**config.mk**
```make
export PLATFORM = sky130hd
export DESIGN_NAME = load_store_unit_flat
export DESIGN_NICKNAME = d
export VERILOG_FILES = /design/src/rtl/load_store_unit_pkg.sv /design/src/rtl/load_store_unit_if.sv /design/src/rtl/load_store_unit_lane_align.sv /design/src/rtl/load_store_unit.sv /design/src/flat_wrapper.sv
export SDC_FILE = /design/constraint.sdc
export NUM_CORES = 1
export LEC_CHECK = 0
export BUFFER_PORTS_ARGS = -buffer_cell sky130_fd_sc_hd__buf_2
export CAP_MARGIN = 20
export CELL_PAD_IN_SITES_DETAIL_PLACEMENT = 1
export CELL_PAD_IN_SITES_GLOBAL_PLACEMENT = 2
export CORE_ASPECT_RATIO = 1.5
export CORE_MARGIN = 1.5
export CORE_UTILIZATION = 32
export CTS_CLUSTER_DIAMETER = 80
export DETAILED_ROUTE_END_ITERATION = 6
export PLACE_DENSITY_LB_ADDON = 0.1
export SLEW_MARGIN = 30
export SYNTH_ARGS = -nofsm -noshare
export SYNTH_HDL_FRONTEND = slang
export SYNTH_HIERARCHICAL = 1
export SYNTH_SLANG_ARGS = --single-unit
```
**constraint.sdc**
```tcl
create_clock -name clk -period 3.9 [get_ports clk]
set_input_delay 0.975 -clock clk [delete_from_list [all_inputs] [get_ports clk]]
set_output_delay 0.975 -clock clk [all_outputs]
set_load 0.005 [all_outputs]
```
**src/rtl/load_store_unit_pkg.sv**
```systemverilog
// Shared types for the load/store unit: FSM states, funct3 encodings, ALU alignment flags
// and the access-size decode used by both the top and the lane aligner.
package load_store_unit_pkg;

    typedef struct packed {
        logic word_aligned;
        logic halfword_aligned;
    } aligned_addr_signal;

    typedef enum logic [1:0] {
        LSU_IDLE = 2'd0,
        LSU_REQ  = 2'd1,
        LSU_RSP  = 2'd2,
        LSU_DONE = 2'd3
    } lsu_state_t;

    typedef enum logic [1:0] {
        LSU_SZ_BYTE = 2'd0,
        LSU_SZ_HALF = 2'd1,
        LSU_SZ_WORD = 2'd2
    } lsu_size_t;

    localparam logic [2:0] F3_BYTE   = 3'b000;
    localparam logic [2:0] F3_HALF   = 3'b001;
    localparam logic [2:0] F3_WORD   = 3'b010;
    localparam logic [2:0] F3_BYTE_U = 3'b100;
    localparam logic [2:0] F3_HALF_U = 3'b101;

    // Encodings outside B/H/BU/HU fall back to a full word access.
    function automatic lsu_size_t f3_size(input logic [2:0] f3);
        case (f3)
            F3_BYTE, F3_BYTE_U: f3_size = LSU_SZ_BYTE;
            F3_HALF, F3_HALF_U: f3_size = LSU_SZ_HALF;
            default:            f3_size = LSU_SZ_WORD;
        endcase
    endfunction

    function automatic logic f3_unsigned(input logic [2:0] f3);
        return (f3 == F3_BYTE_U) || (f3 == F3_HALF_U);
    endfunction

endpackage

```
**src/rtl/load_store_unit_if.sv**
```systemverilog
// Data-memory bus: valid/ready request channel plus a single-cycle valid response.
// master = load/store unit, slave = memory.
interface load_store_unit_if;

    logic        mem_req_valid;
    logic        mem_req_ready;
    logic [31:0] mem_addr;
    logic        mem_we;
    logic [3:0]  mem_wstrb;
    logic [31:0] mem_wdata;
    logic        mem_rsp_valid;
    logic [31:0] mem_rdata;

    modport master (
        output mem_req_valid, mem_addr, mem_we, mem_wstrb, mem_wdata,
        input  mem_req_ready, mem_rsp_valid, mem_rdata
    );

    modport slave (
        input  mem_req_valid, mem_addr, mem_we, mem_wstrb, mem_wdata,
        output mem_req_ready, mem_rsp_valid, mem_rdata
    );

endinterface

```
**src/rtl/load_store_unit_lane_align.sv**
```systemverilog
// Byte-lane logic shared by both directions: store strobes and data replication,
// and load lane extraction with sign/zero extension.
module load_store_unit_lane_align
    import load_store_unit_pkg::*;
(
    input  logic [2:0]  f3_i,
    input  logic [1:0]  addr_lo_i,
    input  logic [31:0] wdata_i,
    input  logic [31:0] rdata_i,
    output logic [3:0]  wstrb_o,
    output logic [31:0] wdata_o,
    output logic [31:0] rdata_o
);

    logic [31:0] byte_sh_s;
    logic [31:0] half_sh_s;
    logic        sext_s;

    // Lane steering for the decoded access size
    always_comb begin
        byte_sh_s = rdata_i >> {addr_lo_i, 3'b000};
        half_sh_s = rdata_i >> {addr_lo_i[1], 4'b0000};
        sext_s    = ~f3_unsigned(f3_i);
        wstrb_o   = 4'b0000;
        wdata_o   = 32'h0000_0000;
        rdata_o   = 32'h0000_0000;
        case (f3_size(f3_i))
            LSU_SZ_BYTE: begin
                wstrb_o = 4'b0001 << addr_lo_i;
                wdata_o = {4{wdata_i[7:0]}};
                rdata_o = {{24{sext_s & byte_sh_s[7]}}, byte_sh_s[7:0]};
            end
            LSU_SZ_HALF: begin
                wstrb_o = 4'b0011 << {addr_lo_i[1], 1'b0};
                wdata_o = {2{wdata_i[15:0]}};
                rdata_o = {{16{sext_s & half_sh_s[15]}}, half_sh_s[15:0]};
            end
            default: begin
                wstrb_o = 4'b1111;
                wdata_o = wdata_i;
                rdata_o = rdata_i;
            end
        endcase
    end

endmodule

```
**src/rtl/load_store_unit.sv**
```systemverilog
// Load/store unit: one data-memory transaction per core request, stalling the core until done.
// Build option LSU_MISALIGN_TRAP_EN: misaligned H/W accesses trap instead of being force-aligned.
module load_store_unit
    import load_store_unit_pkg::*;
#(
    parameter int TIMEOUT_CYCLES = 256
) (
    input  logic               clk,
    input  logic               rst_n,
    input  logic               req_valid_i,
    input  logic               req_read_i,
    input  logic               req_write_i,
    input  logic [2:0]         req_f3_i,
    input  logic [31:0]        req_addr_i,
    input  aligned_addr_signal req_aligned_i,
    input  logic [31:0]        req_wdata_i,
    output logic               busy_o,
    output logic               done_o,
    output logic [31:0]        load_data_o,
    output logic               misaligned_exc_o,
    output logic               bus_err_o,
    load_store_unit_if.master  mem
);

    localparam int              CNT_W      = (TIMEOUT_CYCLES > 1) ? $clog2(TIMEOUT_CYCLES) : 1;
    localparam logic [CNT_W-1:0] CNT_LAST  = CNT_W'((TIMEOUT_CYCLES > 0) ? TIMEOUT_CYCLES - 1 : 0);
    localparam bit              TIMEOUT_EN = (TIMEOUT_CYCLES > 0);

    lsu_state_t       state_q, state_d;
    logic [CNT_W-1:0] cnt_q, cnt_d;
    logic [31:0]      addr_q, wdata_q, load_data_q;
    logic [3:0]       wstrb_q;
    logic [2:0]       f3_q;
    logic             we_q, bus_err_q, misaligned_q;

    logic             start_s, trap_s, timeout_s;
    logic [31:0]      addr_fix_s;
    logic [2:0]       lane_f3_s;
    logic [1:0]       lane_addr_s;
    logic [3:0]       lane_wstrb_s;
    logic [31:0]      lane_wdata_s, lane_rdata_s;

    // Request qualification and alignment handling
    always_comb begin
        start_s    = req_valid_i & (req_read_i | req_write_i);
        trap_s     = 1'b0;
        addr_fix_s = req_addr_i;
`ifdef LSU_MISALIGN_TRAP_EN
        case (f3_size(req_f3_i))
            LSU_SZ_HALF: trap_s = ~req_aligned_i.halfword_aligned;
            LSU_SZ_WORD: trap_s = ~req_aligned_i.word_aligned;
            default:     trap_s = 1'b0;
        endcase
`else
        case (f3_size(req_f3_i))
            LSU_SZ_HALF: addr_fix_s = {req_addr_i[31:1], 1'b0};
            LSU_SZ_WORD: addr_fix_s = {req_addr_i[31:2], 2'b00};
            default:     addr_fix_s = req_addr_i;
        endcase
`endif
    end

`ifndef LSU_MISALIGN_TRAP_EN
    logic unused_aligned_s;
    assign unused_aligned_s = ^req_aligned_i;
`endif

    // One aligner serves the store path while idle and the load path once the access is registered
    always_comb begin
        if (state_q == LSU_IDLE) begin
            lane_f3_s   = req_f3_i;
            lane_addr_s = addr_fix_s[1:0];
        end else begin
            lane_f3_s   = f3_q;
            lane_addr_s = addr_q[1:0];
        end
    end

    load_store_unit_lane_align u_lane_align (
        .f3_i      (lane_f3_s),
        .addr_lo_i (lane_addr_s),
        .wdata_i   (req_wdata_i),
        .rdata_i   (mem.mem_rdata),
        .wstrb_o   (lane_wstrb_s),
        .wdata_o   (lane_wdata_s),
        .rdata_o   (lane_rdata_s)
    );

    // State and timeout counter registers
    always_ff @(posedge clk or negedge rst_n) begin
        if (!rst_n) begin
            state_q <= LSU_IDLE;
            cnt_q   <= '0;
        end else begin
            state_q <= state_d;
            cnt_q   <= cnt_d;
        end
    end

    // Next state; a handshake or response in the last budget cycle beats the timeout
    always_comb begin
        state_d   = state_q;
        timeout_s = TIMEOUT_EN && (cnt_q == CNT_LAST);
        case (state_q)
            LSU_IDLE: begin
                if (start_s) state_d = trap_s ? LSU_DONE : LSU_REQ;
                else         state_d = LSU_IDLE;
            end
            LSU_REQ: begin
                if (mem.mem_req_ready) state_d = LSU_RSP;
                else if (timeout_s)    state_d = LSU_DONE;
                else                   state_d = LSU_REQ;
            end
            LSU_RSP: begin
                if (mem.mem_rsp_valid || timeout_s) state_d = LSU_DONE;
                else                                state_d = LSU_RSP;
            end
            LSU_DONE: state_d = LSU_IDLE;
            default:  state_d = LSU_IDLE;
        endcase
        // The budget spans REQ and RSP together, so the count carries across the handshake
        if ((state_q inside {LSU_REQ, LSU_RSP}) && (state_d inside {LSU_REQ, LSU_RSP})) begin
            cnt_d = (cnt_q == CNT_LAST) ? cnt_q : cnt_q + 1'b1;
        end else begin
            cnt_d = '0;
        end
    end

    // Control outputs decoded from the registered state
    always_comb begin
        busy_o            = rst_n & ((state_q == LSU_REQ) | (state_q == LSU_RSP) |
                                     ((state_q == LSU_IDLE) & start_s));
        done_o            = (state_q == LSU_DONE);
        mem.mem_req_valid = (state_q == LSU_REQ);
    end

    // Access registers and completion status
    always_ff @(posedge clk or negedge rst_n) begin
        if (!rst_n) begin
            addr_q       <= 32'h0000_0000;
            wdata_q      <= 32'h0000_0000;
            wstrb_q      <= 4'b0000;
            f3_q         <= 3'b000;
            we_q         <= 1'b0;
            load_data_q  <= 32'h0000_0000;
            bus_err_q    <= 1'b0;
            misaligned_q <= 1'b0;
        end else begin
            case (state_q)
                LSU_IDLE: begin
                    if (start_s) begin
                        load_data_q  <= 32'h0000_0000;
                        bus_err_q    <= 1'b0;
                        misaligned_q <= trap_s;
                        if (!trap_s) begin
                            addr_q  <= addr_fix_s;
                            f3_q    <= req_f3_i;
                            we_q    <= req_write_i;
                            wstrb_q <= req_write_i ? lane_wstrb_s : 4'b0000;
                            wdata_q <= req_write_i ? lane_wdata_s : 32'h0000_0000;
                        end
                    end
                end
                LSU_REQ: begin
                    if (!mem.mem_req_ready && timeout_s) bus_err_q <= 1'b1;
                end
                LSU_RSP: begin
                    if (mem.mem_rsp_valid) load_data_q <= we_q ? 32'h0000_0000 : lane_rdata_s;
                    else if (timeout_s)    bus_err_q   <= 1'b1;
                end
                default: begin
                    load_data_q  <= 32'h0000_0000;
                    bus_err_q    <= 1'b0;
                    misaligned_q <= 1'b0;
                end
            endcase
        end
    end

    assign mem.mem_addr      = {addr_q[31:2], 2'b00};
    assign mem.mem_we        = we_q;
    assign mem.mem_wstrb     = wstrb_q;
    assign mem.mem_wdata     = wdata_q;
    assign load_data_o       = load_data_q;
    assign bus_err_o         = bus_err_q;
    assign misaligned_exc_o  = misaligned_q;

endmodule
```
**src/flat_wrapper.sv**
```systemverilog
// flat-port wrapper written by rule: the top's interface ports become plain ports
module load_store_unit_flat import load_store_unit_pkg::*;
#(
    parameter int TIMEOUT_CYCLES = 256
)
  (clk, rst_n, req_valid_i, req_read_i, req_write_i, req_f3_i, req_addr_i, req_aligned_i, req_wdata_i, busy_o, done_o, load_data_o, misaligned_exc_o, bus_err_o, mem_mem_req_valid, mem_mem_addr, mem_mem_we, mem_mem_wstrb, mem_mem_wdata, mem_mem_req_ready, mem_mem_rsp_valid, mem_mem_rdata);
  load_store_unit_if mem_i ();
  input  logic clk;
  input  logic rst_n;
  input  logic req_valid_i;
  input  logic req_read_i;
  input  logic req_write_i;
  input  logic [2:0] req_f3_i;
  input  logic [31:0] req_addr_i;
  input  aligned_addr_signal req_aligned_i;
  input  logic [31:0] req_wdata_i;
  output logic busy_o;
  output logic done_o;
  output logic [31:0] load_data_o;
  output logic misaligned_exc_o;
  output logic bus_err_o;
  output wire logic [$bits(mem_i.mem_req_valid)-1:0] mem_mem_req_valid;
  output wire logic [$bits(mem_i.mem_addr)-1:0] mem_mem_addr;
  output wire logic [$bits(mem_i.mem_we)-1:0] mem_mem_we;
  output wire logic [$bits(mem_i.mem_wstrb)-1:0] mem_mem_wstrb;
  output wire logic [$bits(mem_i.mem_wdata)-1:0] mem_mem_wdata;
  input wire logic [$bits(mem_i.mem_req_ready)-1:0] mem_mem_req_ready;
  input wire logic [$bits(mem_i.mem_rsp_valid)-1:0] mem_mem_rsp_valid;
  input wire logic [$bits(mem_i.mem_rdata)-1:0] mem_mem_rdata;
  assign mem_mem_req_valid = mem_i.mem_req_valid;
  assign mem_mem_addr = mem_i.mem_addr;
  assign mem_mem_we = mem_i.mem_we;
  assign mem_mem_wstrb = mem_i.mem_wstrb;
  assign mem_mem_wdata = mem_i.mem_wdata;
  assign mem_i.mem_req_ready = mem_mem_req_ready;
  assign mem_i.mem_rsp_valid = mem_mem_rsp_valid;
  assign mem_i.mem_rdata = mem_mem_rdata;
  load_store_unit #(.TIMEOUT_CYCLES(TIMEOUT_CYCLES)) u_core (.clk(clk), .rst_n(rst_n), .req_valid_i(req_valid_i), .req_read_i(req_read_i), .req_write_i(req_write_i), .req_f3_i(req_f3_i), .req_addr_i(req_addr_i), .req_aligned_i(req_aligned_i), .req_wdata_i(req_wdata_i), .busy_o(busy_o), .done_o(done_o), .load_data_o(load_data_o), .misaligned_exc_o(misaligned_exc_o), .bus_err_o(bus_err_o), .mem(mem_i));
endmodule
```
# Word level (Yosys, flattened, before mapping)
# Cells that the tools add are included.
# totals
inputBits	108
register_bits	116
output_inout_bits	106
wordCells	94
# classes
bitwise	11
reduce_logical	20
n_addsub	1
n_shift	4
muxes	27
n_eq_ne	21
# ops
cell	n
$mux W32	4
$pmux W32 S2	2
$pmux W32 S3	1
$shr A32 B5 Y16	1
$shr A32 B5 Y8	1
$mux W8	2
$eq A3 B3 Y1 const B	4
$pmux W2 S2	3
$reduce_or A2 Y1	5
$add A8 B1 Y8 const B	1
$eq A2 B1 Y1 const B	4
$eq A2 B2 Y1 const B	4
$eq A8 B8 Y1 const B	1
$pmux W2 S4	1
$pmux W4 S2	1
$eq A3 B1 Y1 const B	2
$logic_not A3 Y1	2
$mux W1	6
$mux W2	3
$ne A2 B1 Y1 const B	3
$ne A2 B2 Y1 const B	3
$and A1 B1 Y1	5
$logic_not A2 Y1	2
$mux W4	1
14 further kinds	22

# Logic depth before layout (Yosys ltp)
# Gate-level depths: netlist (run 1).
# logic_depth
word_depth	12
mapped_depth	12
mapped_depth_nobuf	9

# By module
# Netlist (run 1), hierarchy kept.
# by_module_without_submodules
mod	area_each_um2	seq_area_each_um2	instances	cells_per_inst
load_store_unit	5013.6	2877.8	1	488
load_store_unit_lane_align	1163.6	0.0	1	161

# Least setup slack after synthesis (run 1)
# No wires, ideal clock.
# synth_timing
path_kind	input to output
start	in req_read_i
end	out busy_o
required_ps	2925
path_stages	4
path_slack_ps	1032
arrival_ps	1893
path_buffers	2
cell_sequence	o211ai_1 -> clkbuf_1 -> clkbuf_1 -> a21boi_0
# synth_via
elab_chain_cells	5
# synth_lines
element	line	source
start, declared	flat_wrapper.sv:11	input logic req_read_i;
$or A1 B1 Y1	load_store_unit.sv:45	start_s = req_valid_i & (req_read_i | req_write_i);
$and A1 B1 Y1	load_store_unit.sv:45	
$and A1 B1 Y1	load_store_unit.sv:132	((state_q == LSU_IDLE) & start_s));
$or A1 B1 Y1	load_store_unit.sv:131	busy_o = rst_n & ((state_q == LSU_REQ) | (state_q == LSU_RSP) |
$and A1 B1 Y1	load_store_unit.sv:131	
end, declared	flat_wrapper.sv:17	output logic busy_o;
# Every way passes these cells.

# Worst setup path in the final report (run 1)
# layout_timing
start	reg u_core.state_q[0]
end	reg u_core.load_data_q[17] (netlist: u_core/load_data_o[17])
# layout_via
elab_chain_cells	10
word_cells_on_any_way	28
classes_between	eq/ne (8); shift (2); mux (7); bitwise (4); reduce/logical (7)
# layout_lines
element	line	source
start, declared	load_store_unit.sv:29	lsu_state_t state_q, state_d;
start signal, assigned	load_store_unit.sv:95	state_q <= state_d;
$logic_not A2 Y1 (*)	load_store_unit.sv:70	if (state_q == LSU_IDLE) begin
$mux W3 (*)	load_store_unit.sv:70	
named net u_core.lane_f3_s[0]	load_store_unit.sv:38	logic [2:0] lane_f3_s;
$eq A3 B3 Y1 (tied with other cells)	load_store_unit_pkg.sv:31, load_store_unit_pkg.sv:39	
$reduce_or A2 Y1 or $logic_or A1 B1 Y1 (tied branches)	load_store_unit_pkg.sv:31, load_store_unit_pkg.sv:39	
$pmux W2 S2 or $not A1 Y1 (tied branches)	load_store_unit_pkg.sv:31, load_store_unit_lane_align.sv:23	
$eq A2 B1 Y1 (tied with other cells)	load_store_unit_lane_align.sv:27	case (f3_size(f3_i))
$pmux W32 S2 (*)	load_store_unit_lane_align.sv:27	
named net u_core.lane_rdata_s[17]	load_store_unit.sv:41	logic [31:0] lane_wdata_s, lane_rdata_s;
$mux W32 (*) (2 in series)	load_store_unit.sv:168	if (mem.mem_rsp_valid) load_data_q <= we_q ? 32'h0000_0000 : lane_rdata_s;
$pmux W32 S3 (*)	load_store_unit.sv:149	case (state_q)
end signal, assigned	load_store_unit.sv:168	
end, declared	load_store_unit.sv:31	logic [31:0] addr_q, wdata_q, load_data_q;
# The timed path passes the listed nets; every way through them passes the cells marked *. The select of a mux whose other input is x is not followed.
# A chain may end at the register's enable or synchronous reset.

==> impl_metrics.yaml, run 1 <==
status:
  status: "finished, final reports clean"
placed_design:
  place_congestion: 0.780
  dp_hpwl_um: 13900
  port_buffers: 208
  dpl_cell_area_um2: 7130
  place_inst: 1040
power:
  peakVddDrop_uv: 225
  power_per_cell_area_nw_per_um2: 756
  power_leakage_nw: 3.79
timing:
  rsz0062_at_grt: "false"
  finalHoldViolCount: 0
  maxSlewViolCount: 0
  setup_viol: 0
  fmax_mhz: 311
  finalClockSkew_ns: 0.00717
  tns_ns: 0
  tightestPinTransition_ns: 0.876
  slew_headroom_pct: 41.0
  hold_ws_ns: 0.472
  fin_crit_sh_pct: 82.3
  period_needed_ns: 3.21
cts:
  cts_root_buf: "clkbuf_16"
  cts.htree.levels: 4
  clock_sinks: 115
  post-cts-setup-buffers: 0
  clk_latency_ns: 0.42
  cts_resized: 0
  hold_buffers: 0
  clkTransAtPathRegs_ns: 0.06
  cts_tree: "built"
  clockBufferDepth: 2
  cts_made_buffers: 17
cells_and_area:
  mostFrequentLayoutCell: "buf_2"
  fin_nets: 916
  fillers: 2235
  mostFrequentLayoutCells: "buf_2 (207), nand2_1 (172), dfrtp_1 (115)"
  drive_gt1_share_pct: 39.3
  n_antenna_cell: 0
  fin_cells: 1072
  seq_area_um2: 2880
  multiInputGateArea_um2: 2750
  postLayoutCellArea_um2: 7720
  synthToLayoutAreaGrowth_pct: 25.1
route:
  num_vias: 5153
  drc_errors: 0
  wirelength_um: 19000
  wire_per_inst_um: 17.7
  dr.pass1.iters: 4
  drtIter0Drc: 143
  ant_nets: 0
  vias_per_cell: 4.81
yosys:
  synthXorXnorAreaFrac_pct: 0.689
  synth-compound-area-share_pct: 12.6
  syn_avg_cell_area_um2: 9.52
  synth_top_area_share_pct: 46.6
  synth_mux_area_share_pct: 13.7
  ys.flop_type: "dfrtp_1"
  syn_inst: 649
  synth_top_family_by_area: "simple AND/OR/NAND/NOR gates"
  synth_cell_type_count: 47
  synth_top_area_cell: "dfrtp_1"
  ys_async_sr_fraction_pct: 100
  yosys_register_bits: 115
  synth.area.top_cells: "dfrtp_1 (47%), nand2_1 (11%), mux2_2 (10%), o21ai_0 (6.8%), buf_4 (5.1%)"
  yosysWarningCount: 6
  synth_edf_count: 0
  synthAdderAreaFrac_pct: 1.01
  ys_seq_area_share_pct: 46.6
  yosys.area_share.simple_pct: 16.1
  syn_area_um2: 6180
run:
  drv_cap: 0
critical_path:
  start_kind: "flop"
  path_max_fanout: 18
  crit_path_end_kind: "flop"
  worstPathRequired_ns: 4.23
  arrival_ns: 3.54
  worst-setup-path-type: "flop to flop"
die:
  die_x_um: 116
  fp-row-count: 62
  dieHeight_um: 173
  start_util_pct: 32.5
  die_area_um2: 20200
  ioPinCount: 214
  design.core.area_um2: 19000
global_routing:
  grt.overflow.total: 0
  grt_usage_pct: 19.6
  grt_max_degree: 111
  antenna_found_initial: 0
  grt_pass1_vias: 5577
  grt_pass1_wl_um: 29800
min_path:
  min_path_type: "flop to flop"
where the power goes:
part,switching (mW),internal (mW),leakage (nW)
combinational,1.35,1.06,2.02
sequential,0.222,1.62,1.49
clock,0.631,0.959,0.286
cells by family (layout without fill, tap and decap cells):
family | Yosys count | after routing
other | 1 | 3
and+or+nand+nor | 233 | 233
buffers and inverters | 95 | 260
AOI/OAI and AO/OA | 119 | 119
muxes | 77 | 77
adders and majority gates | 5 | 5
xor gates and xnor gates | 4 | 4
DFF | 115 | 115
final timing paths:
kind / from / end / slack (ns) / depth (start not counted)
setup / recovery: u_core/state_q[0] / u_core/load_data_o[17] / 0.69 / 8
hold / removal: u_core/load_data_o[29] / u_core/load_data_o[29] / 0.47 / 2
setup reg to reg: u_core/state_q[0] / u_core/load_data_o[17] / 0.69 / 8
hold reg to reg: u_core/load_data_o[29] / u_core/load_data_o[29] / 0.47 / 2
min in group asynchronous: rst_n / u_core/addr_q[21] / 0.65 / 2
max in group asynchronous: rst_n / u_core/load_data_o[28] / 2.11 / 3
registers in the layout (all words and copies together) (netlist names):
name and cells:
u_core/state_q 2, u_core/cnt_q 8, u_core/addr_q 32, u_core/mem.mem_wdata 32, u_core/mem.mem_we 1, u_core/f3_q 3, u_core/bus_err_o 1, u_core/load_data_o 32
u_core/mem.mem_wstrb 4
critical path, cell delays in order (launching register included):
cell,delay [ns]
dfrtp_1,0.47
inv_1,0.12
ha_1,0.48
mux2_2,0.60
nor4b_1,0.49
nand2_1,0.48
nand3_1,0.22
nand2_1,0.07
o21ai_0,0.18
final cells by class:
| class | count | share of cell area [%] |
|---|---|---|
| Clock inverter | 15 | 2.25 |
| Multi-Input combinational cell | 441 | 35.6 |
| Sequential cell | 115 | 37.3 |
| Inverter | 9 | 0.437 |
| Timing Repair Buffer | 219 | 14.8 |
| Tap cell | 256 | 4.15 |
| Clock buffer | 17 | 5.51 |
Yosys cell counts, drive strengths merged, types with 3 or more instances:
cell type / number
a21oi: 3
a221o: 15
buf: 59
clkbuf: 27
dfrtp: 115
ha: 5
inv: 9
mux2: 57
mux2i: 20
nand2: 173
nand2b: 3
nand3: 19
nor2: 6
nor2b: 9
nor3: 13
o21ai: 84
xnor2: 3
per-layer routing:
metal,up-vias,track usage (%),wire length [um]
li1,2483,-,-
met1,2492,21.3,7120
met2,156,35.4,10300
met3,22,6.10,1260
met4,0,6.15,325
met5,-,0,0
metrics by stage:
stage / total power, mW / worst slack (ns) / utilization [%]
2_1_floorplan: 3.61 / 1.03 / -
3_3_place_gp: 4.25 / 0.827 / 37.5
3_5_place_dp: 4.34 / 0.724 / 37.5
4_1_cts: 5.97 / 0.697 / 40.6
5_1_grt: 6.29 / 0.392 / 40.6
6_report: 5.84 / 0.689 / 40.6
(Power assumes the default switching activity.)
==> run 2: changes to the inputs <==
Settings changed: ABC_AREA set to 1, CORE_UTILIZATION 32 to 25.
Clock period 3.9 ns to 2.6 ns, I/O delays scaled along.
==> impl_metrics.yaml, run 2 <==
critical_path:
  arrival_ns: 1.82
  worst-setup-path-type: "flop to output pin"
  reg2reg_depth: 14
  crit_path_end_kind: "output pin"
  worstPathRequired_ns: 1.95
  r2r_slack_ns: 0.24
  crit_buf_inv: 3
  regToRegEndpoint: "u_core/load_data_o[6]"
  start_kind: "flop"
  max_stage_delay_ns: 0.42
  path_max_fanout: 9
  reg2reg_from: "u_core/state_q[0]"
  slowest_stage: "dfrtp_1"
  crit_family: "flip-flops"
  worstPathCellList: "inv_1, ha_1, inv_2, nor2_4, o21a_1, buf_2"
route:
  drtIter0Drc: 183
  wirelength_um: 21800
  dr.pass1.iters: 4
  vias_per_cell: 4.45
  ant_nets: 0
  drc_errors: 0
  wire_per_inst_um: 16.6
  num_vias: 5840
global_routing:
  grt.overflow.total: 0
  grt_pass1_vias: 6121
  grt_usage_pct: 17.2
  antenna_found_initial: 4
  grt_max_degree: 116
  grt_pass1_wl_um: 34600
cts:
  post-cts-setup-buffers: 0
  clock_sinks: 115
  cts_made_buffers: 17
  hold_buffers: 0
  clkTransAtPathRegs_ns: 0.05
  cts_root_buf: "clkbuf_16"
  cts_tree: "built"
  clockBufferDepth: 2
  cts_resized: 0
  cts.htree.levels: 4
  clk_latency_ns: 0.42
timing:
  setup_viol: 0
  finalClockSkew_ns: 0.00552
  maxSlewViolCount: 0
  slew_headroom_pct: 54.5
  period_needed_ns: 2.47
  fin_ws_ns: 0.127
  fin_crit_sh_pct: 95.1
  finalHoldViolCount: 0
  rsz0062_at_grt: "false"
  tightestPinTransition_ns: 0.682
  fmax_mhz: 404
  tns_ns: 0
placed_design:
  pre_cts_ws_ns: 0.113
  dp_hpwl_um: 15500
  port_buffers: 208
  place_congestion: 0.748
  place_inst: 1276
power:
  power_leakage_nw: 4.53
  power_per_cell_area_nw_per_um2: 1150
  finalPower_mw: 9.09
  peakVddDrop_uv: 444
die:
  start_util_pct: 25.4
  die_area_um2: 25800
  die_x_um: 132
  dieHeight_um: 196
  design.core.area_um2: 24300
  ioPinCount: 214
  fp-row-count: 70
yosys:
  syn_inst: 811
  ys.flop_type: "dfrtp_1"
  synth_top_area_share_pct: 46.4
  synth-compound-area-share_pct: 6.20
  synth_mux_area_share_pct: 0.182
  yosysWarningCount: 6
  synthXorXnorAreaFrac_pct: 0.424
  synth.area.top_cells: "dfrtp_1 (46%), nand2_1 (20%), nand3_1 (10%), buf_4 (5.1%), o21ai_0 (4.2%)"
  synth_top_area_cell: "dfrtp_1"
  synthAdderAreaFrac_pct: 1.01
  synth_common_cells: "nand2_1 (334), nand3_1 (125), dfrtp_1 (115)"
  synth_top_family_by_area: "simple AND/OR/NAND/NOR gates"
  yosysMostFrequentCell: "nand2_1"
  ys_async_sr_fraction_pct: 100
  yosys.area_share.simple_pct: 34.4
  synth_cell_type_count: 31
  syn_area_um2: 6200
  yosys_register_bits: 115
  synth_edf_count: 0
  syn_avg_cell_area_um2: 7.64
  ys_seq_area_share_pct: 46.4
cells_and_area:
  mostFrequentLayoutCell: "nand2_1"
  fin_cells: 1313
  fin_nets: 1087
  drive_gt1_share_pct: 29.2
  mostFrequentLayoutCells: "nand2_1 (334), buf_2 (207), nand3_1 (125)"
  synthToLayoutAreaGrowth_pct: 27.9
min_path:
  min_path_type: "input port to asynchronous set/reset pin"
status:
  status: "finished, final reports clean"
run:
  drv_cap: 0
## run 2: cell types whose count changed in the layout (fill, tap and decap cells not counted), sizes merged, moves of 20 or more
| cell | change |
|---|---|
| nand2 | +172 |
| nand3 | +110 |
| mux2 | -56 |
| o21ai | -25 |
| inv | +21 |
| mux2i | -20 |
## run 2: routing by layer
metal  track usage, %  up-vias  wire length (um)
li1                 -     2877                 -
met1             20.5     2779              9240
met2             29.7      159             10900
met3             5.35       21              1290
met4             5.51        4               299
met5                0        -                29
## run 2: power breakdown
part | switching, mW | internal, mW
combinational | 2.55 | 1.41
clock | 0.832 | 1.55
sequential | 0.327 | 2.42
## run 2: cells by family (layout without fill, tap and decap cells)
logic type,Yosys count,in the layout
fa+ha+maj,5,5
compound gates,71,71
other cells,1,5
xor+xnor,3,3
flops,115,115
simple gates,493,494
buf+inv,122,295
mux,1,1
## run 2: worst max path at each step
stage / startpoint / endpoint / slack, ns / cells past startpoint
after floorplan: u_core/state_q[0] / u_core/load_data_o[1] / 0.36 / 13
after global placement: u_core/state_q[1] / u_core/load_data_o[1] / 0.13 / 14
after detailed placement: u_core/state_q[0] / u_core/load_data_o[1] / 0.11 / 14
after CTS: u_core/state_q[0] / busy_o / 0.08 / 6
after global routing: u_core/state_q[0] / busy_o / 0.001 / 6
final: u_core/state_q[0] / busy_o / 0.13 / 6
## run 2: worst register-to-register path, cell delays in order, from the launching register on
cell	delay, ns
dfrtp_1	0.42
inv_1	0.10
ha_1	0.33
inv_2	0.17
nand2_1	0.08
o21ai_0	0.08
buf_4	0.17
nor2_4	0.25
inv_1	0.15
nand2_4	0.12
nand2_4	0.10
nand2_1	0.08
nand3_1	0.08
nand3_1	0.09
nand2_1	0.05
## run 2: cell type report
| class | instances | area, um2 |
|---|---|---|
| Antenna cell | 2 | 5.00 |
| Clock buffer | 22 | 464 |
| Clock inverter | 10 | 131 |
| Fill cell | 3087 | 16400 |
| Inverter | 36 | 153 |
| Multi-Input combinational cell | 577 | 2650 |
| Sequential cell | 115 | 2880 |
| Tap cell | 324 | 405 |
| Timing Repair Buffer | 227 | 1240 |
## run 2: metrics by stage
step,util (%),cell area (um2),hold slack (ns)
3_3_place_gp,30.0,7300,0.448
5_1_grt,32.5,7920,0.384
6_report,32.6,7930,0.351
3_5_place_dp,30.0,7300,0.454
2_1_floorplan,-,6200,0.354
4_1_cts,32.4,7900,0.392
